--- config.mk ---
export PLATFORM = sky130hd
export DESIGN_NAME = water_inlet_arbiter
export DESIGN_NICKNAME = d
export VERILOG_FILES = /design/src/rtl/water_inlet_arbiter_pkg.sv /design/src/rtl/water_inlet_arbiter_rr_picker.sv /design/src/rtl/water_inlet_arbiter.sv
export SDC_FILE = /design/constraint.sdc
export NUM_CORES = 1
export LEC_CHECK = 0
export ABC_AREA = 1
export BUFFER_PORTS_ARGS = -buffer_cell sky130_fd_sc_hd__buf_2
export CAP_MARGIN = 20
export CORE_AREA = 3 3 56 58
export CTS_CLUSTER_DIAMETER = 150
export DETAILED_ROUTE_END_ITERATION = 6
export DIE_AREA = 0 0 59 61
export GPL_TIMING_DRIVEN = 0
export PLACE_DENSITY = 0.74
export SLEW_MARGIN = 10
export SYNTH_ARGS = -nofsm -noshare
export SYNTH_HDL_FRONTEND = slang
export SYNTH_SLANG_ARGS = --single-unit
--- constraint.sdc ---
create_clock -name clk -period 4.2 [get_ports clk]
set_clock_uncertainty 0.2 [all_clocks]
set_input_delay 0.42 -clock clk [delete_from_list [all_inputs] [get_ports clk]]
set_output_delay 0.42 -clock clk [all_outputs]
set_load 0.005 [all_outputs]
--- src/rtl/water_inlet_arbiter_pkg.sv ---
// water_inlet_arbiter_pkg: shared FSM state encodings and default timing constants for the inlet arbiter
package water_inlet_arbiter_pkg;
   typedef enum logic [1:0] {
      ARB_IDLE  = 2'd0,
      ARB_GRANT = 2'd1,
      ARB_GAP   = 2'd2
   } arb_state_e;
   localparam int DEF_MAX_FILL_TICKS = 10;
   localparam int DEF_GAP_CYCLES     = 3;
endpackage

--- src/rtl/water_inlet_arbiter_rr_picker.sv ---
// water_inlet_arbiter_rr_picker: combinational round-robin pick of the first eligible index at or after ptr
//  elig  : eligible request mask
//  ptr   : round-robin start index (< N)
//  found : some bit of elig is set
//  idx   : chosen index, searched ptr, ptr+1, ... wrapping N-1 -> 0
module water_inlet_arbiter_rr_picker #(
   parameter  int N  = 4,
   localparam int IW = $clog2(N)
) (
   input  logic [N-1:0]  elig,
   input  logic [IW-1:0] ptr,
   output logic          found,
   output logic [IW-1:0] idx
);
   logic [IW-1:0] c;
   always_comb begin
      found = 1'b0;
      idx   = '0;
      c     = ptr;
      for (int j = 0; j < N; j++) begin
         if (!found && elig[c]) begin
            found = 1'b1;
            idx   = c;
         end
         c = (c == IW'(N - 1)) ? '0 : c + 1'b1;
      end
   end
endmodule

--- src/rtl/water_inlet_arbiter.sv ---
// water_inlet_arbiter: round-robin owner of one building water inlet valve shared by N washing machines
//  clk, rst   : clock, synchronous active-high reset
//  tick       : one-cycle timer pulse counting fill time
//  enable     : allows new grants (an active grant is never revoked by it)
//  fill_req   : level request per machine
//  fault_clr  : pulse clears the matching sticky fault
//  fill_gnt   : registered one-hot-or-zero grant
//  valve_open : inlet valve open (|fill_gnt)
//  valve_sel  : current or last owner index
//  fault      : sticky per-machine fill timeout
//  busy       : arbiter is granting or in the settle gap
module water_inlet_arbiter
   import water_inlet_arbiter_pkg::*;
#(
   parameter  int N_MACHINES     = 4,
   parameter  int MAX_FILL_TICKS = DEF_MAX_FILL_TICKS,
   parameter  int GAP_CYCLES     = DEF_GAP_CYCLES,
   localparam int IW             = $clog2(N_MACHINES)
) (
   input  logic                  clk,
   input  logic                  rst,
   input  logic                  tick,
   input  logic                  enable,
   input  logic [N_MACHINES-1:0] fill_req,
   input  logic [N_MACHINES-1:0] fault_clr,
   output logic [N_MACHINES-1:0] fill_gnt,
   output logic                  valve_open,
   output logic [IW-1:0]         valve_sel,
   output logic [N_MACHINES-1:0] fault,
   output logic                  busy
);
   localparam int TW = $clog2(MAX_FILL_TICKS + 1);
   localparam int GW = $clog2(GAP_CYCLES + 1);
   localparam logic [TW-1:0] T_LIM = TW'(MAX_FILL_TICKS);
   localparam logic [GW-1:0] G_LIM = GW'(GAP_CYCLES);

   arb_state_e            state_q, state_d;
   logic [N_MACHINES-1:0] gnt_q, gnt_d, fault_q, fault_d, set_f, elig;
   logic [IW-1:0]         sel_q, sel_d, rr_q, rr_d, pick;
   logic [TW-1:0]         tick_q, tick_d, tick_nx;
   logic [GW-1:0]         gap_q, gap_d;
   logic                  found;

   assign elig = fill_req & ~fault_q;

   water_inlet_arbiter_rr_picker #(.N(N_MACHINES)) u_pick (
      .elig  (elig),
      .ptr   (rr_q),
      .found (found),
      .idx   (pick)
   );

   always_comb begin
      state_d = state_q;
      gnt_d   = gnt_q;
      sel_d   = sel_q;
      rr_d    = rr_q;
      tick_d  = tick_q;
      gap_d   = gap_q;
      set_f   = '0;
      tick_nx = (tick_q == T_LIM) ? tick_q : tick_q + 1'b1;
      case (state_q)
         ARB_IDLE:
            if (enable && found) begin
               state_d = ARB_GRANT;
               gnt_d   = N_MACHINES'(1) << pick;
               sel_d   = pick;
               tick_d  = '0;
            end
         ARB_GRANT:
            // A request drop wins over a coincident final tick, so fault is only set while still requesting
            if (!fill_req[sel_q] || (tick && tick_nx == T_LIM)) begin
               state_d = ARB_GAP;
               gnt_d   = '0;
               gap_d   = '0;
               rr_d    = (sel_q == IW'(N_MACHINES - 1)) ? '0 : sel_q + 1'b1;
               set_f   = fill_req[sel_q] ? gnt_q : '0;
            end else if (tick) begin
               tick_d = tick_nx;
            end
         ARB_GAP: begin
            gap_d = gap_q + 1'b1;
            if (gap_q + 1'b1 == G_LIM) state_d = ARB_IDLE;
         end
         default: state_d = ARB_IDLE;
      endcase
      fault_d = (fault_q & ~fault_clr) | set_f;
   end

   always_ff @(posedge clk) begin
      if (rst) begin
         state_q <= ARB_IDLE;
         gnt_q   <= '0;
         sel_q   <= '0;
         rr_q    <= '0;
         fault_q <= '0;
         tick_q  <= '0;
         gap_q   <= '0;
      end else begin
         state_q <= state_d;
         gnt_q   <= gnt_d;
         sel_q   <= sel_d;
         rr_q    <= rr_d;
         fault_q <= fault_d;
         tick_q  <= tick_d;
         gap_q   <= gap_d;
      end
   end

   assign fill_gnt   = gnt_q;
   assign valve_open = |gnt_q;
   assign valve_sel  = sel_q;
   assign fault      = fault_q;
   assign busy       = state_q != ARB_IDLE;
endmodule

==> flow_summary.json, run 1 <==
{
  "maximum_clock_frequency_mhz": 424,
  "initial_utilization_pct": 53.4,
  "areal_power_density_over_the_cells_nw_per_um2": 450,
  "cts-hold-fix-buffers": 0,
  "finalWeightedCongestion": 0.883,
  "detail_route.drc_violations": 0,
  "r2r.worst_path.cells": 14,
  "number_of_nets_produced_by_synthesis": 234,
  "chipWidth_um": 59,
  "critPathCaptureType": "flip-flop",
  "grt_setup_unrepaired": "no",
  "slew-limit-headroom_pct": 67.8,
  "placeableCoreArea_um2": 2710,
  "clk_transition_reported_paths_ns": 0.10,
  "post_synth_num_cell_types": 27,
  "ys_warns": 0,
  "num_io_pins": 24,
  "timing_worst_slew_pin_value_ns": 0.483,
  "utilization_pct": 59.9,
  "post_layout_worst_setup_margin_ns": 1.84,
  "cell_count_after_synthesis": 217,
  "drv.max_cap_violation_count": 0,
  "clk_latency_ns": 0.29,
  "cp_data_arrival_time_ns": 2.34,
  "design.die.area_um2": 3600,
  "finalWirelength_um": 3000,
  "drt.antenna.violating_nets": 0,
  "most_frequent_cells_in_the_layout": "sky130_fd_sc_hd__nand2_1 (44), sky130_fd_sc_hd__inv_1 (31), sky130_fd_sc_hd__nand3_1 (30), sky130_fd_sc_hd__buf_2 (23)",
  "final_cells": 274,
  "hold_class": "input pin to flip-flop",
  "cts-resized-gates": 0,
  "cp_cell_sequence": "ha_1 -> inv_1 -> nand2_8 -> nand2_1 -> nand2_2 -> a21oi_2 -> nor2_2 -> nand3_2 -> nand2_4 -> inv_2 -> nand2_2 -> nor2_1 -> nor2_1 -> nor2_1",
  "cts_inserted_buffers": 3,
  "route.detailed.wl_per_inst_um": 10.9,
  "register_bit_total_from_synthesis": 20,
  "globalRoute.totalOverflow": 0,
  "rows": 19,
  "final-hold-violation-count": 0,
  "post-route-period-util_pct": 56.2,
  "critPathTopFamily": "simple AND/OR/NAND/NOR gates",
  "synth_area_per_cell_um2": 6.67,
  "vdd_ir_drop_max_v": 0.000282,
  "cts-htree-levels": 1,
  "clk_path_buf_depth": 2,
  "cp-start-kind": "flip-flop",
  "routed_via_density": 5.00,
  "p_leak_nw": 0.800,
  "worstPathMaxFanout": 10,
  "cts-root-buf": "sky130_fd_sc_hd__clkbuf_4",
  "post-cts-setup-buffers": 0,
  "layout_overhead_on_the_synthesized_area_pct": 12.2,
  "antenna_found_initial": 0,
  "vias": 1370,
  "worstSetupPathDepth": 14,
  "whs_path_depth": 2,
  "final_period_minus_worst_setup_slack_ns": 2.36,
  "setup-tns-final_ns": 0,
  "floorplan.die.height_um": 61,
  "synth_area_leaders": "sky130_fd_sc_hd__dfxtp_1 (28%), sky130_fd_sc_hd__nand2_1 (11%), sky130_fd_sc_hd__nand3_1 (10%)",
  "antennaDiodeCount": 0,
  "grt_util_all_layers_pct": 18.6,
  "final-setup-viol-count": 0,
  "synth_top_area_share_pct": 27.7,
  "detail_route.iter0.violations": 61,
  "most_common_library_cell_in_the_layout_ignoring_fill_and_taps": "sky130_fd_sc_hd__nand2_1",
  "worst_ep_required_time_ns": 4.18,
  "maximum_number_of_pins_on_one_net_before_global_route_repair": 11,
  "port_buffers": 23,
  "worst_path_max_delay_cell": "sky130_fd_sc_hd__dfxtp_1",
  "layout-drive-gt1-share_pct": 24.3,
  "dpl.hpwl_um": 2420,
  "totalPowerFinal_w": 0.000731,
  "synth.cell_area_um2": 1450,
  "cts_num_sinks": 20,
  "number_of_global_route_vias_before_repair": 1182,
  "critical_path_buf_inv_count": 2,
  "status": "complete, no violations",
  "synthDominantAreaCellType": "sky130_fd_sc_hd__dfxtp_1",
  "global_route_wire_length_before_repair_um": 5240,
  "final_max_slew_viol_count": 0,
  "filler_cell_count": 271,
  "cts_tree": "built",
  "crit_type": "flip-flop to flip-flop",
  "cpMostUsedCell": "sky130_fd_sc_hd__nor2_1",
  "detailedRoute.firstPassIterationCount": 4,
  "place.detailed.instances": 271,
  "finalNetCount": 262,
  "synth_seq_area_share_pct": 27.7,
  "crit_path_max_incr_delay_ns": 0.55,
  "dp_worst_setup_slack_ns": 1.87
}
==> where the power goes <==
| part | switching, W | internal (W) | total, W |
|---|---|---|---|
| logic | 0.000255 | 0.000140 | 0.000395 |
| clock network | 0.0000544 | 0.0000334 | 0.0000878 |
| registers | 0.0000309 | 0.000218 | 0.000248 |
| total | 0.000340 | 0.000391 | 0.000731 |
==> cells in the mapped netlist <==
master	instances
sky130_fd_sc_hd__clkbuf_1	1
sky130_fd_sc_hd__nor2_8	1
sky130_fd_sc_hd__nor2_4	1
sky130_fd_sc_hd__nor2_1	20
sky130_fd_sc_hd__o21ai_1	4
sky130_fd_sc_hd__inv_2	1
sky130_fd_sc_hd__inv_4	1
sky130_fd_sc_hd__nand3_2	6
sky130_fd_sc_hd__nand2_1	44
sky130_fd_sc_hd__nand3b_1	1
sky130_fd_sc_hd__nand2_2	6
sky130_fd_sc_hd__nand2_8	1
sky130_fd_sc_hd__ha_1	5
sky130_fd_sc_hd__nor2_2	4
sky130_fd_sc_hd__a21oi_2	2
sky130_fd_sc_hd__dfxtp_1	20
sky130_fd_sc_hd__o211ai_1	1
sky130_fd_sc_hd__inv_1	31
sky130_fd_sc_hd__nand4_1	1
sky130_fd_sc_hd__nor3_1	1
sky130_fd_sc_hd__nand2_4	5
sky130_fd_sc_hd__o21a_1	2
sky130_fd_sc_hd__a21oi_1	16
sky130_fd_sc_hd__xor2_1	2
sky130_fd_sc_hd__or2_2	5
sky130_fd_sc_hd__o21ai_0	5
sky130_fd_sc_hd__nand3_1	30
==> kinds of logic after synthesis <==
logic type | synth area share (%)
DFF | 27.7
and+or+nand+nor | 46.4
adders and majority gates | 4.33
buffers and inverters | 9.00
xor gates and xnor gates | 1.21
AOI/OAI and AO/OA | 11.4
==> worst paths after layout <==
check | startpoint | endpoint | slack (ns)
max | rr_q[0] | fill_gnt[2] | 1.84
min | rst | valve_sel[1] | 0.13
max reg2reg | rr_q[0] | fill_gnt[2] | 1.84
min reg2reg | gap_q[0] | gap_q[0] | 0.26
==> final cells by class <==
cell class              instances  area (µm²)  area share (%)
plain buffers                   1        3.75           0.231
inverters                      33         126            7.79
flip-flops and latches         20         400            24.7
repair buffers                 23         115            7.09
well taps                      31        38.8            2.39
multi-input cells             163         916            56.4
clock buffers                   3        22.5            1.39
==> registers in the layout, indices dropped and copies added (netlist names) <==
name,cells
tick_q,4
rr_q,2
gap_q,2
fill_gnt,4
valve_sel,2
fault,4
state_q,2
==> per-stage QoR <==
stage / hold WS [ns] / cell area [µm²]
after floorplan: 0.226 / 1450
after CTS: 0.129 / 1620
after global placement: 0.238 / 1600
final: 0.133 / 1620
after detailed placement: 0.246 / 1600
after global routing: 0.143 / 1620
==> metal layers <==
layer  vias to the layer above  routed length [µm]  share of wire, %  GRT usage [%]
li1                        750                   -                 -              -
met1                       581                1520                51           27.7
met2                        34                1320                44           27.6
met3                         5                 114               3.8           1.70
met4                         0                  38               1.3           6.80
met5                         -                   0                 0              0
(Power assumes the default switching activity.)
==> run 2: changes to the inputs <==
--- a/config.mk
+++ b/config.mk
@@ -8,12 +8,12 @@
 export ABC_AREA = 1
 export BUFFER_PORTS_ARGS = -buffer_cell sky130_fd_sc_hd__buf_2
 export CAP_MARGIN = 20
-export CORE_AREA = 3 3 56 58
+export CORE_AREA = 3 3 58 60
 export CTS_CLUSTER_DIAMETER = 150
 export DETAILED_ROUTE_END_ITERATION = 6
-export DIE_AREA = 0 0 59 61
+export DIE_AREA = 0 0 61 63
 export GPL_TIMING_DRIVEN = 0
-export PLACE_DENSITY = 0.74
+export PLACE_DENSITY = 0.72
 export SLEW_MARGIN = 10
 export SYNTH_ARGS = -nofsm -noshare
 export SYNTH_HDL_FRONTEND = slang
==> constraint.sdc (replaced) <==
create_clock -name clk -period 2.1 [get_ports clk]
set_clock_uncertainty 0.2 [all_clocks]
set_input_delay 0.21 -clock clk [delete_from_list [all_inputs] [get_ports clk]]
set_output_delay 0.21 -clock clk [all_outputs]
set_load 0.005 [all_outputs]
==> run 2 against run 1 <==
Compared with the run above: critical path depth is 3 lower; utilization down 0.17 points; design area grew 9.6%; clock power grew 100%; critical endpoint is now valve_sel[0]; highest routed layer unchanged.
==> flow_summary.json, run 2 (same netlist as run 1, synthesis figures left out) <==
{
  "status": "complete, no violations",
  "met2_length_um": 1580,
  "detailroute.wirelength.met3_um": 92,
  "slew-limit-headroom_pct": 66.0,
  "maxUsedRoutingLayer": "met4",
  "worstReg2RegStart": "rr_q[0]",
  "design.die.area_um2": 3840,
  "critPathCaptureType": "flip-flop",
  "cts_tree": "built",
  "pwr-share-comb_pct": 57.1,
  "areal_power_density_over_the_cells_nw_per_um2": 891,
  "finalNetCount": 274,
  "number_of_global_route_vias_before_repair": 1291,
  "clk_transition_reported_paths_ns": 0.11,
  "floorplan.die.height_um": 63,
  "grt_setup_unrepaired": "yes",
  "timing_worst_slew_pin_value_ns": 0.508,
  "vdd_ir_drop_max_v": 0.000605,
  "finalWeightedCongestion": 0.887,
  "p_leak_nw": 0.863,
  "cp-start-kind": "flip-flop",
  "net-switching-power_w": 0.000730,
  "drt.antenna.violating_nets": 0,
  "placeableCoreArea_um2": 2980,
  "wire_length_the_detailed_router_placed_on_met1_um": 1650,
  "route.detailed.wl_per_inst_um": 11.7,
  "dpl.hpwl_um": 2490,
  "most_frequent_cells_in_the_layout": "sky130_fd_sc_hd__nand2_1 (42), sky130_fd_sc_hd__inv_1 (30), sky130_fd_sc_hd__nand3_1 (30), sky130_fd_sc_hd__buf_2 (23), sky130_fd_sc_hd__nor2_1 (19)",
  "layout_overhead_on_the_synthesized_area_pct": 22.9,
  "finalWirelength_um": 3360,
  "p_sw_share_pct": 46.1,
  "worstPathMaxFanout": 8,
  "post-route-period-util_pct": 98.0,
  "final-setup-viol-count": 0,
  "drv.max_cap_violation_count": 0,
  "hold_class": "input pin to flip-flop",
  "cp_data_arrival_time_ns": 2.06,
  "final-hold-violation-count": 0,
  "sequentialPowerShare_pct": 31.6,
  "holdCritStartpoint": "tick",
  "detail_route.drc_violations": 0,
  "maximum_clock_frequency_mhz": 486,
  "initial_utilization_pct": 48.6,
  "rows": 20,
  "crit_type": "flip-flop to flip-flop",
  "utilization_pct": 59.7,
  "num_io_pins": 24,
  "grt_util_all_layers_pct": 18.3,
  "detailedRoute.firstPassIterationCount": 4,
  "design_area_um2": 1780,
  "cts-htree-levels": 1,
  "worst_ep_required_time_ns": 2.10,
  "pwr-share-clk_pct": 11.2,
  "filler_cell_count": 280,
  "layout-drive-gt1-share_pct": 30.2,
  "antenna_found_initial": 0,
  "chipWidth_um": 61,
  "antennaDiodeCount": 0,
  "detail_route.iter0.violations": 45,
  "final_period_minus_worst_setup_slack_ns": 2.06,
  "clk_path_buf_depth": 2,
  "global_route_wire_length_before_repair_um": 5580,
  "most_common_library_cell_in_the_layout_ignoring_fill_and_taps": "sky130_fd_sc_hd__nand2_1",
  "cts-root-buf": "sky130_fd_sc_hd__clkbuf_4",
  "crit_path_start": "rr_q[0]",
  "final_max_slew_viol_count": 0,
  "ff2ff_setup_slack_ns": 0.04,
  "intPower_w": 0.000854,
  "globalRoute.totalOverflow": 0,
  "cts_num_sinks": 20,
  "placement_cell_area_um2": 1600,
  "port_buffers": 23,
  "cts_inserted_buffers": 3,
  "clk_latency_ns": 0.30,
  "routed_via_density": 5.04,
  "vias": 1451,
  "maximum_number_of_pins_on_one_net_before_global_route_repair": 11
}
==> run 2: cell count changes in the layout (fill, tap and decap cells not counted), sizes merged <==
cell	delta
dlygate4sd3	+5
buf	+7
==> run 2: path summary, 6_finish.rpt <==
kind	endpoint	cells after the start
worst max-delay path	valve_sel[0]	11
worst min-delay path	tick_q[1]	5
worst max register to register	valve_sel[0]	11
worst min register to register	gap_q[0]	1
==> run 2: final cells by class <==
type	count	area (µm²)	area share, %
Sequential cell	20	410	23.1
Multi-Input combinational cell	163	953	53.6
Timing Repair Buffer	35	218	12.2
Inverter	33	129	7.25
Clock buffer	3	22.5	1.27
Tap cell	33	41.3	2.32
Buffer	1	3.75	0.211
==> run 2: timing repair <==
item                                    CTS  global route
hold buffers                              5             0
resized for setup                         2            13
pin swaps                                 1             4
gates cloned                              0             0
buffers inserted                          1             6
hold endpoints to repair                  6             0
endpoints found under the setup margin    8            18
==> run 2: worst max-delay path: stages (launching register included) <==
cell and delay, ns:
sky130_fd_sc_hd__dfxtp_4 0.38, sky130_fd_sc_hd__ha_4 0.17, sky130_fd_sc_hd__nor2_4 0.15, sky130_fd_sc_hd__buf_4 0.14, sky130_fd_sc_hd__nand2_1 0.08, sky130_fd_sc_hd__a21oi_2 0.21, sky130_fd_sc_hd__nor2_4 0.06, sky130_fd_sc_hd__nand3_2 0.09
sky130_fd_sc_hd__nand2_4 0.10, sky130_fd_sc_hd__buf_4 0.16, sky130_fd_sc_hd__o21ai_0 0.15, sky130_fd_sc_hd__inv_1 0.05
==> run 2: power groups by stage <==
| stage | Combinational [W] | Clock (W) | Sequential, W |
|---|---|---|---|
| floorplan | 0.000611 | 0 | 0.000498 |
| global placement | 0.000778 | 0 | 0.000506 |
| detailed placement | 0.000789 | 0 | 0.000507 |
| CTS | 0.000814 | 0.000182 | 0.000503 |
| global route | 0.00101 | 0.000204 | 0.000508 |
| finish | 0.000905 | 0.000178 | 0.000501 |
==> run 2: metal layers <==
layer	global-route usage [%]	vias up
li1	-	777
met1	26.2	645
met2	28.9	24
met3	1.24	5
met4	5.15	0
met5	0	-
==> run 2: per-stage QoR <==
| stage | power (W) | hold slack [ns] | cells | TNS [ns] | setup WS, ns |
|---|---|---|---|---|---|
| floorplan | 0.00111 | 0.0791 | 217 | 0 | 0.110 |
| global placement | 0.00128 | 0.236 | 273 | -0.0658 | -0.0658 |
| detailed placement | 0.00130 | 0.242 | 273 | -0.149 | -0.105 |
| CTS | 0.00150 | 0.224 | 282 | 0 | 0.0147 |
| global route | 0.00172 | 0.269 | 288 | -0.274 | -0.0786 |
| finish | 0.00158 | 0.258 | 288 | 0 | 0.0417 |
